===== src/rtl/normalize_w_vec.sv =====
// Scales a 2-element signed weight vector so its largest-magnitude element becomes +/-1.0.
// One restoring divider, sequenced IDLE -> LOAD -> DIV -> DONE, produces the other element's ratio.
module normalize_w_vec #(
    parameter int W    = 32,
    parameter int FRAC = 16
) (
    input  logic                I_sys_clk,
    input  logic                I_sys_rstn,
    input  logic                I_start,
    input  logic signed [W-1:0] I_w_1_1,
    input  logic signed [W-1:0] I_w_2_1,
    output logic                O_busy,
    output logic                O_valid,
    output logic                O_err,
    output logic signed [W-1:0] O_w_1_1_normalize,
    output logic signed [W-1:0] O_w_2_1_normalize
);

    localparam int CW = $clog2(FRAC + 1);
    localparam logic [CW-1:0] CNT_LAST = CW'(FRAC);
    localparam logic [FRAC:0] ONE_MAG  = {1'b1, {FRAC{1'b0}}};

    typedef enum logic [1:0] {IDLE, LOAD, DIV, DONE} state_t;

    // Magnitude in W+1 bits so that the most negative input still has a representable |x|.
    function automatic logic [W:0] abs_ext(input logic signed [W-1:0] x);
        logic signed [W:0] xe;
        xe = {x[W-1], x};
        return (x < 0) ? -xe : xe;
    endfunction

    // Applies the input's sign to an unsigned magnitude; zero stays +0.
    function automatic logic signed [W-1:0] apply_sign(input logic [FRAC:0] mag, input logic neg);
        logic signed [W-1:0] m;
        m = {{(W-FRAC-1){1'b0}}, mag};
        return (neg && (mag != '0)) ? -m : m;
    endfunction

    state_t              state_q, state_d;
    logic signed [W-1:0] w1_q, w1_d, w2_q, w2_d;
    logic [W:0]          dvs_q, dvs_d, rem_q, rem_d;
    logic [FRAC:0]       sh_q, sh_d, quo_q, quo_d;
    logic [CW-1:0]       cnt_q, cnt_d;
    logic                piv2_q, piv2_d, err_q, err_d;
    logic                valid_q, valid_d, oerr_q, oerr_d;
    logic signed [W-1:0] o1_q, o1_d, o2_q, o2_d;

    logic [W:0]   a1, a2, piv_mag, oth_mag;
    logic         piv2, both_zero, ge;
    logic [W+1:0] trial, tdiff;

    always_ff @(posedge I_sys_clk or negedge I_sys_rstn) begin
        if (!I_sys_rstn) state_q <= IDLE;
        else             state_q <= state_d;
    end

    always_comb begin
        state_d = state_q;
        case (state_q)
            IDLE:    if (I_start) state_d = LOAD;
            LOAD:    state_d = both_zero ? DONE : DIV;
            DIV:     if (cnt_q == CNT_LAST) state_d = DONE;
            default: state_d = IDLE;
        endcase
    end

    always_comb begin
        O_busy = (state_q != IDLE);
    end

    always_comb begin
        a1        = abs_ext(w1_q);
        a2        = abs_ext(w2_q);
        piv2      = (a2 > a1);
        piv_mag   = piv2 ? a2 : a1;
        oth_mag   = piv2 ? a1 : a2;
        both_zero = (w1_q == '0) && (w2_q == '0);
        trial     = {rem_q, sh_q[FRAC]};
        tdiff     = trial - {1'b0, dvs_q};
        ge        = (trial >= {1'b0, dvs_q});

        w1_d    = w1_q;
        w2_d    = w2_q;
        dvs_d   = dvs_q;
        rem_d   = rem_q;
        sh_d    = sh_q;
        quo_d   = quo_q;
        cnt_d   = cnt_q;
        piv2_d  = piv2_q;
        err_d   = err_q;
        valid_d = 1'b0;
        oerr_d  = oerr_q;
        o1_d    = o1_q;
        o2_d    = o2_q;

        case (state_q)
            IDLE: begin
                if (I_start) begin
                    w1_d = I_w_1_1;
                    w2_d = I_w_2_1;
                end
            end
            LOAD: begin
                // |other| <= |pivot|, so the bits above the quotient MSB (|other|>>1) are below the divisor.
                piv2_d = piv2;
                err_d  = both_zero;
                dvs_d  = piv_mag;
                rem_d  = oth_mag >> 1;
                sh_d   = {oth_mag[0], {FRAC{1'b0}}};
                quo_d  = '0;
                cnt_d  = '0;
            end
            DIV: begin
                rem_d = ge ? tdiff[W:0] : trial[W:0];
                quo_d = {quo_q[FRAC-1:0], ge};
                sh_d  = {sh_q[FRAC-1:0], 1'b0};
                cnt_d = cnt_q + 1'b1;
            end
            default: begin
                valid_d = 1'b1;
                oerr_d  = err_q;
                if (err_q) begin
                    o1_d = '0;
                    o2_d = '0;
                end else if (piv2_q) begin
                    o1_d = apply_sign(quo_q, w1_q[W-1]);
                    o2_d = apply_sign(ONE_MAG, w2_q[W-1]);
                end else begin
                    o1_d = apply_sign(ONE_MAG, w1_q[W-1]);
                    o2_d = apply_sign(quo_q, w2_q[W-1]);
                end
            end
        endcase
    end

    always_ff @(posedge I_sys_clk or negedge I_sys_rstn) begin
        if (!I_sys_rstn) begin
            w1_q    <= '0;
            w2_q    <= '0;
            dvs_q   <= '0;
            rem_q   <= '0;
            sh_q    <= '0;
            quo_q   <= '0;
            cnt_q   <= '0;
            piv2_q  <= 1'b0;
            err_q   <= 1'b0;
            valid_q <= 1'b0;
            oerr_q  <= 1'b0;
            o1_q    <= '0;
            o2_q    <= '0;
        end else begin
            w1_q    <= w1_d;
            w2_q    <= w2_d;
            dvs_q   <= dvs_d;
            rem_q   <= rem_d;
            sh_q    <= sh_d;
            quo_q   <= quo_d;
            cnt_q   <= cnt_d;
            piv2_q  <= piv2_d;
            err_q   <= err_d;
            valid_q <= valid_d;
            oerr_q  <= oerr_d;
            o1_q    <= o1_d;
            o2_q    <= o2_d;
        end
    end

    assign O_valid           = valid_q;
    assign O_err             = oerr_q;
    assign O_w_1_1_normalize = o1_q;
    assign O_w_2_1_normalize = o2_q;

endmodule


===== config.mk =====
export PLATFORM = sky130hd
export DESIGN_NAME = normalize_w_vec
export DESIGN_NICKNAME = d
export VERILOG_FILES = /design/src/rtl/normalize_w_vec.sv
export SDC_FILE = /design/constraint.sdc
export NUM_CORES = 1
export LEC_CHECK = 0
export ABC_CLOCK_PERIOD_IN_PS = 4700
export CORE_AREA = 2 2 170 172
export CTS_BUF_LIST = sky130_fd_sc_hd__clkbuf_2
export DETAILED_ROUTE_END_ITERATION = 16
export DIE_AREA = 0 0 172 174
export GPL_ROUTABILITY_DRIVEN = 0
export PLACE_DENSITY = 0.73
export SYNTH_ARGS = -nofsm -noshare
export SYNTH_HDL_FRONTEND = slang
export SYNTH_SLANG_ARGS = --single-unit

===== constraint.sdc =====
create_clock -name I_sys_clk -period 4.7 [get_ports I_sys_clk]
set_input_delay 0.94 -clock I_sys_clk [delete_from_list [all_inputs] [get_ports I_sys_clk]]
set_output_delay 0.94 -clock I_sys_clk [all_outputs]
set_load 0.02 [all_outputs]

Word level (Yosys, flattened, before mapping) --
Index checks and enable logic that the tools add are counted.
Storage, ports and cells: flip-flop bits (word level) 239, bits in latches 0, RAM bits 0, bits in read-only memories 0, logic and storage cells 62, memories kept 0
Cells by class: $add $sub $neg 5, $mul 0, div/mod/pow operators 0, order comparisons 4, eq/ne operators 5, shift-type cells 0, mux-type cells 22, bitwise operators 0, reduce and logical (&&, ||, !) cells 12
Operators by type and width (count):
- 32-bit two-way mux | 8
- 33-bit two-way mux | 5
- 17-bit case mux with 2 select lines | 2
- 32-bit negation with 33-bit output | 2
- 33-bit case mux with 2 select lines | 1
- 32-bit zero test | 2
- 32-bit by 1-bit < comparator with 1-bit output (second input constant) | 2
- 34-bit by 33-bit greater-or-equal comparator with 1-bit output | 1
- 33-bit > comparator | 1
- 33-bit subtractor | 1
- 17-bit negation with 32-bit output | 1
- 17-bit nonzero test | 1
- 5-bit case mux with 2 select lines | 1
- 2-bit case mux with 3 select lines | 1
- 5-bit by 1-bit adder with 5-bit output (second input constant) | 1
- 5-bit equality test (second input constant) | 1
- 2-bit two-way mux | 2
- 2-bit inequality test (second input constant) | 2
- 2-bit AND reduction | 2
- 2-bit nonzero test | 2
- 1-bit logical AND | 3
- 3-bit OR reduction | 1
- 2-bit by 1-bit equality test with 1-bit output (second input constant) | 1
- 2-bit equality test (second input constant) | 1
- other kinds (2) | 3

Logic depth before layout (Yosys ltp) --
Gate-level depths: netlist of run 1.
depth after elaboration 5, mapped depth 18, mapped depth without buffers 17

Least setup slack after synthesis of run 1 --
No wires, ideal clock.
path kind register -> register, start register w2_q[13], end register sh_q[16], setup time 0.137 ns, arrival time 4.095 ns, setup slack 0.467 ns, stages on the path, launching flop included 18, path buffers 2, period minus slack after synthesis 4.233 ns, cells stage by stage dfrtp_1 or4_1 nand2b_1 or3_1 o31ai_1 xor2_1 inv_1 ha_1 nand4_1 nor4_1 and4_1 nor2b_1 a21oi_1 buf_2 clkbuf_1 nor2_1 a21oi_1 o22ai_1
On the way: cells in the longest elaborated chain, start to end 5, elaborated cells on any way between the ends 6
RTL lines:
- start, declared | line 40 | logic signed [W-1:0] w1_q, w1_d, w2_q, w2_d;
- start signal, assigned | line 153 | w2_q <= w2_d;
- 32-bit negation with 33-bit output / 32-bit by 1-bit < comparator with 1-bit output (equally long branches) | line 29 | return (x < 0) ? -xe : xe;
- 33-bit two-way mux (*) | line 29
- 33-bit > comparator | line 74 | piv2 = (a2 > a1);
- 33-bit two-way mux (*) | line 76 | oth_mag = piv2 ? a1 : a2;
- 17-bit case mux with 2 select lines (*) | line 96 | case (state_q)
- end signal, assigned | line 142 | sh_q <= '0;
- end signal, assigned | line 156 | sh_q <= sh_d;
- end, declared | line 42 | logic [FRAC:0] sh_q, sh_d, quo_q, quo_d;
Every way passes the cells marked *; elsewhere a longest branch is shown, timed or not. The select of a mux whose other input is x is not followed. A chain may end at the register's enable or synchronous reset.

Worst setup path after layout of run 1 --
start register w2_q[13], end register rem_q[21]
On the way: cells in the longest elaborated chain, start to end 5, elaborated cells on any way between the ends 6
RTL lines:
- 32-bit negation with 33-bit output / 32-bit by 1-bit < comparator with 1-bit output (equally long branches) | line 29
- 33-bit two-way mux (*) | line 29
- 33-bit > comparator | line 74
- 33-bit two-way mux (*) | line 76
- 33-bit case mux with 2 select lines (*) | line 96
- end signal, assigned | line 155 | rem_q <= rem_d;
- end, declared | line 41 | logic [W:0] dvs_q, dvs_d, rem_q, rem_d;
Every way passes the cells marked *; elsewhere a longest branch is shown, timed or not.

==> impl_metrics.yaml, run 1 <==
run_status:
  outcome: "finished clean"
yosys:
  ys_warn_count: 0
  ys.flop_type: "dfrtp_1"
  yosysTopAreaCell: "dfrtp_1"
  synth_edf_count: 0
  async_flop_share: 1.000
  synth.top_cell.area_share: 0.4045
  seq_area_frac_synth: 0.4045
  synth-seq-cells: 223
  synth_area_leaders: "dfrtp_1 (40%), ha_1 (6.9%), mux2_2 (5.7%), o21ai_0 (4.5%), inv_1 (4.1%)"
  synth_area_mm2: 0.01379
  syn-num-nets: 1645
  yosysUniqueCellTypes: 68
  netlist_instances: 1501
  avgSynthCellArea_um2: 9.190
floorplan:
  coreArea_mm2: 0.02824
  start_util: 0.4885
  die_x_um: 172
  num_io_pins: 134
  dieHeight_um: 174
  die_area_mm2: 0.02993
  rows: 62
clock_tree:
  numCtsBuffers: 58
  cts_buffer_depth: 3
  htreeDepth: 2
  clkTransAtPathRegs_ns: 0.10
  cts_sinks: 223
  cts_root_buf: "clkbuf_2"
  clock_insertion_delay_worst_skew_ns: 0.87
  tritoncts: "done"
  cts_hold_buf: 0
timing:
  setup_viol: 0
  worst_slew_pin_slew_ns: 1.053
  max_freq_mhz: 220.6
  finalSetupTns_ns: 0
  hold_viol_final: 0
  max_slew_margin: 0.2962
  skew_ns: 0.05080
  finalCriticalPeriod_ns: 4.533
  slew_violations: 0
  min_period_over_period: 0.9646
cells_and_area:
  final_cell_mix: "dfrtp_1 (223), inv_1 (150), clkdlybuf4s50_1 (132), o21ai_0 (124), nand2_1 (117)"
  nets: 1792
  layout_commonest_cell: "dfrtp_1"
  fin_util: 0.5774
  syn2layout_area_growth_pct: 18.19
  design_area_mm2: 0.01630
  drive_gt1_frac: 0.1277
critical_path:
  path_class: "register to register"
  required_ns: 5.44
  cp-start-kind: "register"
  rr_endpoint: "rem_q[21]"
  crit_path_end_kind: "register"
  crit_arrival_ns: 5.28
  reg2reg_depth: 16
  rrSetupSlack_ns: 0.17
  worstPathMaxFanout: 18
  reg2reg_from: "w2_q[13]"
grt:
  grt_max_degree: 124
  grt_overflow: 0
  antenna_found_initial: 1
  grt.total_usage: 0.2335
  grt_pass1_wl_um: 56770
  grt_pass1_vias: 11700
detailed_routing:
  vias: 11700
  routedWlPerCell_um: 17.28
  ant_nets: 0
  wl_um: 35880
  viasPerCell: 5.632
  drt-initial-drc-count: 828
  dr.pass1.iters: 5
  drc: 0
placed_design:
  dpl-instance-area_mm2: 0.01557
  place_hpwl_um: 25620
  port_buffers: 133
run:
  drv_cap: 0
hold_path:
  worstHoldPathType: "primary input to async pin"
flip-flops by register name (all words and copies together), names as in the netlist:
name	cells
O_w_2_1_normalize	32
dvs_q	33
rem_q	33
w2_q	32
err_q	1
O_valid	1
piv2_q	1
sh_q	1
w1_q	32
state_q	2
O_w_1_1_normalize	32
cnt_q	5
quo_q	17
O_err	1
worst max-delay path by stage:
stage / startpoint / endpoint / slack (ns)
after CTS: w2_q[13] / rem_q[19] / 0.04
final: w2_q[13] / rem_q[21] / 0.17
after detailed placement: w2_q[13] / rem_q[1] / 0.007
after global placement: w2_q[13] / rem_q[19] / 0.22
after floorplan: w2_q[13] / sh_q[16] / 0.47
after global routing: w1_q[2] / rem_q[25] / -0.03
synth_stat cells, types with 4 or more instances:
library cell    n
nand3_1        38
inv_1         150
nand2_1       118
or3_1           9
o41ai_1         7
nor3_1         13
nand2b_1       15
o22ai_1        37
nor2_1         88
mux2_2         70
nand4_1        16
nor4_1          7
o21ai_0       124
a211oi_1        7
o21ai_1         9
a31oi_1         9
o211ai_1       38
clkbuf_1       66
a21oi_1        80
o21bai_1        4
and4_1          4
nor2b_1         8
o221ai_1       18
o31ai_1        17
xor2_1         52
and3_1          9
or4_1           5
xnor2_1        62
ha_1           76
mux2i_1        36
a21o_1         17
a22oi_1         7
dfrtp_1       223
buf_2           5
layout make-up:
| cell class | count | area [um2] |
|---|---|---|
| Antenna cell | 1 | 2.502 |
| Tap cell | 384 | 480.5 |
| Clock inverter | 23 | 167.7 |
| Multi-Input combinational cell | 1052 | 7440 |
| Inverter | 150 | 563.0 |
| Clock buffer | 81 | 405.4 |
| Fill cell | 2537 | 11930 |
| Sequential cell | 223 | 5580 |
| Timing Repair Buffer | 163 | 1664 |
critical path: stages, from the launching register on:
cell      delay (ns)
dfrtp_1         0.44
or4_1           0.59
nand2b_1        0.21
or3_4           0.39
o31ai_2         0.27
xor2_1          0.22
inv_1           0.08
ha_1            0.29
nand4_1         0.18
nor4_4          0.34
and4_1          0.26
a31oi_1         0.08
a21oi_4         0.26
buf_12          0.20
mux2i_2         0.26
o22ai_1         0.10
a211oi_1        0.23
timing repair:
action,4_1_cts,5_1_grt
buffers inserted,0,3
gates cloned,0,3
endpoints found under the setup margin,2,55
resized for setup,1,9
pin swaps,0,3
hold endpoints to repair,0,0
kinds of logic (layout without fill, tap and decap cells):
logic type / Yosys count / after routing / share of synthesized area
adder cells (fa/ha/maj): 77 / 77 / 0.07039
buffers and inverters: 226 / 417 / 0.06277
flip-flops: 223 / 223 / 0.4045
AO/OA/AOI/OAI: 401 / 401 / 0.1823
XOR/XNOR: 114 / 114 / 0.07238
multiplexers: 106 / 106 / 0.08327
AND/OR/NAND/NOR: 352 / 352 / 0.1238
other: 2 / 3 / 0.0005444
stage by stage:
step,worst slack (ns),std cells,hold slack (ns)
after floorplan,0.4675,1501,0.4636
after global placement,0.2186,1966,0.4808
after detailed placement,0.006879,1966,0.4918
after CTS,0.04371,2070,0.1311
after global routing,-0.03193,2077,0.1777
final,0.1666,2077,0.1304
layer usage:
metal / part of all wire / global-route usage / vias to the layer above / routed length, um
met2: 0.51 / 0.4260 / 365 / 18450
li1: - / - / 5625 / -
met5: 0 / 0 / - / 0
met3: 0.052 / 0.03711 / 74 / 1859
met1: 0.41 / 0.2762 / 5633 / 14590
met4: 0.028 / 0.07983 / 0 / 992
Power of run 1 is not shown: default switching activity piles up to over one toggle a cycle in this logic, so the estimate is an artifact.
==> run 2, diff against run 1 <==
CORE_AREA = 2 2 189 191   (was 2 2 170 172)
DIE_AREA = 0 0 191 193   (was 0 0 172 174)
PLACE_DENSITY = 0.62   (was 0.73)
==> impl_metrics.yaml, run 2 (same netlist as run 1, synthesis figures left out) <==
run_status:
  outcome: "finished clean"
floorplan:
  dieHeight_um: 193
  start_util: 0.3945
  coreArea_mm2: 0.03496
  die_area_mm2: 0.03686
  rows: 69
  num_io_pins: 134
  die_x_um: 191
critical_path:
  crit_path_end_kind: "register"
  path_class: "register to register"
  cp-endpoint: "rem_q[25]"
  rrSetupSlack_ns: 0.14
  cp-startpoint: "w2_q[14]"
  reg2reg_depth: 17
  reg2reg_from: "w2_q[14]"
  required_ns: 5.47
  worstPathMaxFanout: 17
  rr_endpoint: "rem_q[25]"
  cp-start-kind: "register"
  crit_arrival_ns: 5.33
cells_and_area:
  register_area_mm2: 0.005580
  final_cell_mix: "dfrtp_1 (223), inv_1 (150), clkdlybuf4s50_1 (132), o21ai_0 (124), nand2_1 (117)"
  reg.largest.list: "dvs_q (33), rem_q (33)"
  layout_commonest_cell: "dfrtp_1"
  syn2layout_area_growth_pct: 19.02
  fillers: 3432
  multi_input_area_mm2: 0.007411
  nets: 1805
  final_cells: 2170
  drive_gt1_frac: 0.1359
detailed_routing:
  drt-initial-drc-count: 754
  dr.pass1.iters: 5
  vias: 11640
  drc: 0
  ant_nets: 0
  wl_um: 36970
  routedWlPerCell_um: 17.04
  viasPerCell: 5.363
grt:
  grt_pass1_vias: 11530
  grt_overflow: 0
  grt_pass1_wl_um: 59090
  grt_max_degree: 91
  grt.total_usage: 0.2000
  antenna_found_initial: 1
timing:
  worst_slew_pin_slew_ns: 1.036
  min_period_over_period: 0.9703
  skew_ns: 0.05080
  hold_viol_final: 0
  slew_violations: 0
  setup_viol: 0
  max_freq_mhz: 219.3
  max_slew_margin: 0.3077
  finalCriticalPeriod_ns: 4.560
  setup_ws_ns: 0.1397
clock_tree:
  cts_buffer_depth: 3
  tritoncts: "done"
  clkTransAtPathRegs_ns: 0.11
  cts_sinks: 223
  htreeDepth: 2
  cts_root_buf: "clkbuf_2"
  numCtsBuffers: 60
  clock_insertion_delay_worst_skew_ns: 0.91
run:
  drv_cap: 0
placed_design:
  port_buffers: 133
  dp.cells: 2051
  place_hpwl_um: 26880
  preCtsSetupSlack_ns: 0.02230
hold_path:
  worstHoldPathType: "register to register"
## run 2: changes by cell type in the layout (fill, tap and decap cells not counted), moves of 2 or more
| cell | change |
|---|---|
| buf_4 | +9 |
| bufinv_16 | -3 |
| clkbuf_2 | +7 |
| clkinv_1 | -4 |
| clkinv_2 | +2 |
| inv_2 | +2 |
| nor4_2 | +2 |
| nor4_4 | -2 |
## run 2: critical path: stages, from the launching register on
cell and delay (ns):
dfrtp_1 0.44, or4_1 0.58, nand2b_1 0.21, or3_4 0.42, o31ai_2 0.25, xor2_1 0.19, inv_1 0.08, ha_1 0.30
nand4_1 0.16, nor4_2 0.35, and4_1 0.28, a31oi_1 0.09, a21oi_4 0.27, buf_12 0.20, mux2_2 0.34, nor2_1 0.12
a221oi_2 0.05, o21ai_0 0.10
## run 2: how the worst min path moves through the flow
stage                     slack [ns]  startpoint  depth (start not counted)                     to
after global placement          0.48   dvs_q[32]                          2              dvs_q[32]
after floorplan                 0.46   dvs_q[32]                          2              dvs_q[32]
after global routing            0.54  I_sys_rstn                          2  O_w_2_1_normalize[21]
final                           0.52   dvs_q[32]                          2              dvs_q[32]
after detailed placement        0.50   dvs_q[32]                          2              dvs_q[32]
after CTS                       0.52   dvs_q[32]                          2              dvs_q[32]
## run 2: per-layer routing
| metal | track usage | up-vias | wire length [um] |
|---|---|---|---|
| met5 | 0 | - | 0 |
| met4 | 0.07156 | 0 | 891 |
| met3 | 0.03548 | 70 | 1647 |
| met2 | 0.3516 | 316 | 18440 |
| met1 | 0.2463 | 5602 | 15990 |
| li1 | - | 5649 | - |
## run 2: area by class of cell
class,instances,area share
diodes,2,0.0003048
flip-flops and latches,223,0.3399
clock inverters,20,0.004877
multi-input cells,1052,0.4514
well taps,461,0.03513
repair buffers,174,0.1073
clock buffers,88,0.02683
inverters,150,0.03429
## run 2: stage by stage
stage,hold WS (ns),setup TNS [ns],util,area [um2]
floorplan,0.4636,0,-,13790
finish,0.5170,0,0.4696,16420
global placement,0.4838,0,0.4501,15740
detailed placement,0.5002,0,0.4501,15740
global route,0.5407,-0.005611,0.4696,16420
CTS,0.5242,0,0.4653,16270
## run 2: repair_timing
| action | in CTS | in global routing |
|---|---|---|
| buffers inserted | 0 | 5 |
| gates resized for setup | 0 | 6 |
| endpoints found under the hold margin | 28 | 0 |
| endpoints found under the setup margin | 0 | 64 |
| hold buffers | 1 | 0 |
Power of run 2 is left out for the same reason.
==> variant, RTL diff (config.mk and constraints of run 1) <==
Add an input register stage for `I_start`, `I_w_1_1` and `I_w_2_1`; this delays them by one clock.
--- a/src/rtl/normalize_w_vec.sv
+++ b/src/rtl/normalize_w_vec.sv
@@ -21,6 +21,16 @@
     localparam logic [FRAC:0] ONE_MAG  = {1'b1, {FRAC{1'b0}}};
 
     typedef enum logic [1:0] {IDLE, LOAD, DIV, DONE} state_t;
+
+    logic I_start_q;
+    logic signed [W-1:0] I_w_1_1_q;
+    logic signed [W-1:0] I_w_2_1_q;
+
+    always_ff @(posedge I_sys_clk) begin
+        I_start_q <= I_start;
+        I_w_1_1_q <= I_w_1_1;
+        I_w_2_1_q <= I_w_2_1;
+    end
 
     // Magnitude in W+1 bits so that the most negative input still has a representable |x|.
     function automatic logic [W:0] abs_ext(input logic signed [W-1:0] x);
@@ -57,7 +67,7 @@
     always_comb begin
         state_d = state_q;
         case (state_q)
-            IDLE:    if (I_start) state_d = LOAD;
+            IDLE:    if (I_start_q) state_d = LOAD;
             LOAD:    state_d = both_zero ? DONE : DIV;
             DIV:     if (cnt_q == CNT_LAST) state_d = DONE;
             default: state_d = IDLE;
@@ -95,9 +105,9 @@
 
         case (state_q)
             IDLE: begin
-                if (I_start) begin
-                    w1_d = I_w_1_1;
-                    w2_d = I_w_2_1;
+                if (I_start_q) begin
+                    w1_d = I_w_1_1_q;
+                    w2_d = I_w_2_1_q;
                 end
             end
             LOAD: begin
Function: changed (a bounded check fails within 4 cycles, from zero or initial values and one cycle with I_sys_rstn low).
==> variant against run 1 <==
The run now ends with setup timing left. Setup slack got worse by 0.17 ns. Synthesized area increased by 10%. Sequential cell count increased by 65. Non-clock buffer count increased by 47. Hold slack got worse by 0.018 ns. Utilization increased by 7.2 points. Wire length increased by 5.7%. Cell count increased by 7.7%. Via count increased by 7.5%. Final area increased by 13%. Die area unchanged.
Power is not shown: default switching activity piles up to over one toggle a cycle in this logic, so the estimate is an artifact.
==> variant: results (changes against run 1) <==
Place:
- The HPWL after detailed placement was 26.56 mm (was 25.62 mm).
- The cell area reported after detailed placement is 0.01715 mm2 (was 0.01557 mm2).

Synth:
- The multiplexer area fraction after synthesis was 0.07151 (was 0.08327).
- Top cells by instance count after synthesis: sky130_fd_sc_hd__dfrtp_1 (223), sky130_fd_sc_hd__inv_1 (160), sky130_fd_sc_hd__o21ai_0 (139) (was sky130_fd_sc_hd__dfrtp_1 (223), sky130_fd_sc_hd__inv_1 (150), sky130_fd_sc_hd__o21ai_0 (124)).
- The post-synthesis share of cell area spent on full adders, half adders and majority gates came to 0.06393 (was 0.07039).
- The part of the Yosys area used for sequential elements is 0.4531 (was 0.4045).
- The net count after synthesis is 1731 (was 1645).
- The share of flip-flops with an asynchronous set or reset after synthesis is 0.7743 (was 1.000).
- The synthesized-area fraction occupied by ao, oa, aoi and oai cells is 0.1742 (was 0.1823).

Timing:
- The total of endpoints with negative setup slack in the final report was 1 (was 0).
- The worst slew margin relative to its limit is 0.2843 (was 0.2962).
- The setup slack after layout is -0.001114 ns (was 0.1666 ns).

Finish:
- The layout filler cell count came to 2298 (was 2537).
- The fraction of final layout cells sized beyond drive strength 1 is 0.1729 (was 0.1277).

Critical path:
- The critical path data arrival time is 5.42 ns (was 5.28 ns).
- The launch instance of the worst register-to-register path is w2_q[14]$_DFFE_PN0P_ (was w2_q[13]$_DFFE_PN0P_).

Drt:
- The routed via count is 12579 (was 11697).
- The first-iteration detailed-routing DRC count is 867 (was 828).
- The average detailed-routed wire length per instance is 16.97 um (was 17.28 um).
- The met3 wirelength from detailed routing was 2.661 mm (was 1.859 mm).

GRT:
- The met3 usage in global routing is 0.05760 (was 0.03711).
- The global routing usage on met1 is 0.3508 (was 0.2762).
- The global-route usage over all layers is 0.2503 (was 0.2335).
- The global-route wire length before repair is 60.42 mm (was 56.77 mm).
- The pin count of the biggest net entering global routing is 107 (was 124).

Status:
- The checks that failed: setup timing.
- Status: complete, but fails checks (was completed).

Clock network:
- The CTS buffer count is 74 (was 58).
- The level count of the clock H-tree is 3 (was 2).
-- variant: cell count changes after synthesis, sizes merged, moves of 7 or more --
cell | run 1 | this run
a221o | 3 | 12
o22ai | 37 | 45
nand3 | 38 | 31
o21ai | 133 | 145
o221ai | 18 | 11
nand2 | 118 | 129
inv | 150 | 161
dfxtp | 0 | 65
a21oi | 81 | 67
nand4 | 16 | 23
-- variant: path summary, 6_finish.rpt --
path | endpoint | slack [ns] | cells after the start
worst max-delay path | rem_q[27]$_DFFE_PN0P_ | -0.001 | 16
worst min-delay path | rem_q[29]$_DFFE_PN0P_ | 0.11 | 1
worst max register to register | rem_q[27]$_DFFE_PN0P_ | -0.001 | 16
worst min register to register | w2_q[23]$_DFFE_PN0P_ | 0.45 | 1
max in group asynchronous | O_w_1_1_normalize[9]$_DFFE_PN0P_ | 3.49 | 2
min in group I_sys_clk | w2_q[23]$_DFFE_PN0P_ | 0.45 | 1
-- variant: cell type report --
class	instances	area (um2)	area share
well taps	384	480.5	0.02620
flip-flops and latches	288	6883	0.3753
clock buffers	106	530.5	0.02892
inverters	161	604.3	0.03295
multi-input cells	1061	7671	0.4182
repair buffers	210	2009	0.1096
clock inverters	25	160.2	0.008732
diodes	1	2.502	0.0001364
-- variant: critical path, cell delays in order, from the launching register on --
cell,delay [ns]
sky130_fd_sc_hd__dfrtp_1,0.39
sky130_fd_sc_hd__or4_4,0.54
sky130_fd_sc_hd__or4_4,0.44
sky130_fd_sc_hd__or3_4,0.43
sky130_fd_sc_hd__o31ai_4,0.23
sky130_fd_sc_hd__xor2_1,0.26
sky130_fd_sc_hd__inv_1,0.13
sky130_fd_sc_hd__ha_4,0.29
sky130_fd_sc_hd__nand4_1,0.17
sky130_fd_sc_hd__nor3_2,0.27
sky130_fd_sc_hd__buf_4,0.15
sky130_fd_sc_hd__nand4_1,0.09
sky130_fd_sc_hd__a22oi_2,0.35
sky130_fd_sc_hd__buf_12,0.19
sky130_fd_sc_hd__buf_4,0.18
sky130_fd_sc_hd__mux2i_1,0.11
sky130_fd_sc_hd__a221o_1,0.34
-- variant: cells by family (layout without fill, tap and decap cells) --
| group | after synthesis | count (layout) |
|---|---|---|
| AND/OR/NAND/NOR | 354 | 354 |
| AO/OA/AOI/OAI | 415 | 415 |
| XOR/XNOR | 113 | 113 |
| other | 2 | 3 |
| buffers and inverters | 238 | 502 |
| adder cells (fa/ha/maj) | 77 | 77 |
| flip-flops | 288 | 288 |
| multiplexers | 100 | 100 |
-- variant: through the flow --
step / setup TNS [ns] / hold slack [ns] / std cells
after global placement: -0.03802 / 0.4432 / 2081
after detailed placement: -1.839 / 0.4483 / 2081
after global routing: -4.964 / 0.1614 / 2236
after floorplan: 0 / 0.4401 / 1587
after CTS: 0 / 0.1394 / 2213
final: -0.001114 / 0.1121 / 2236
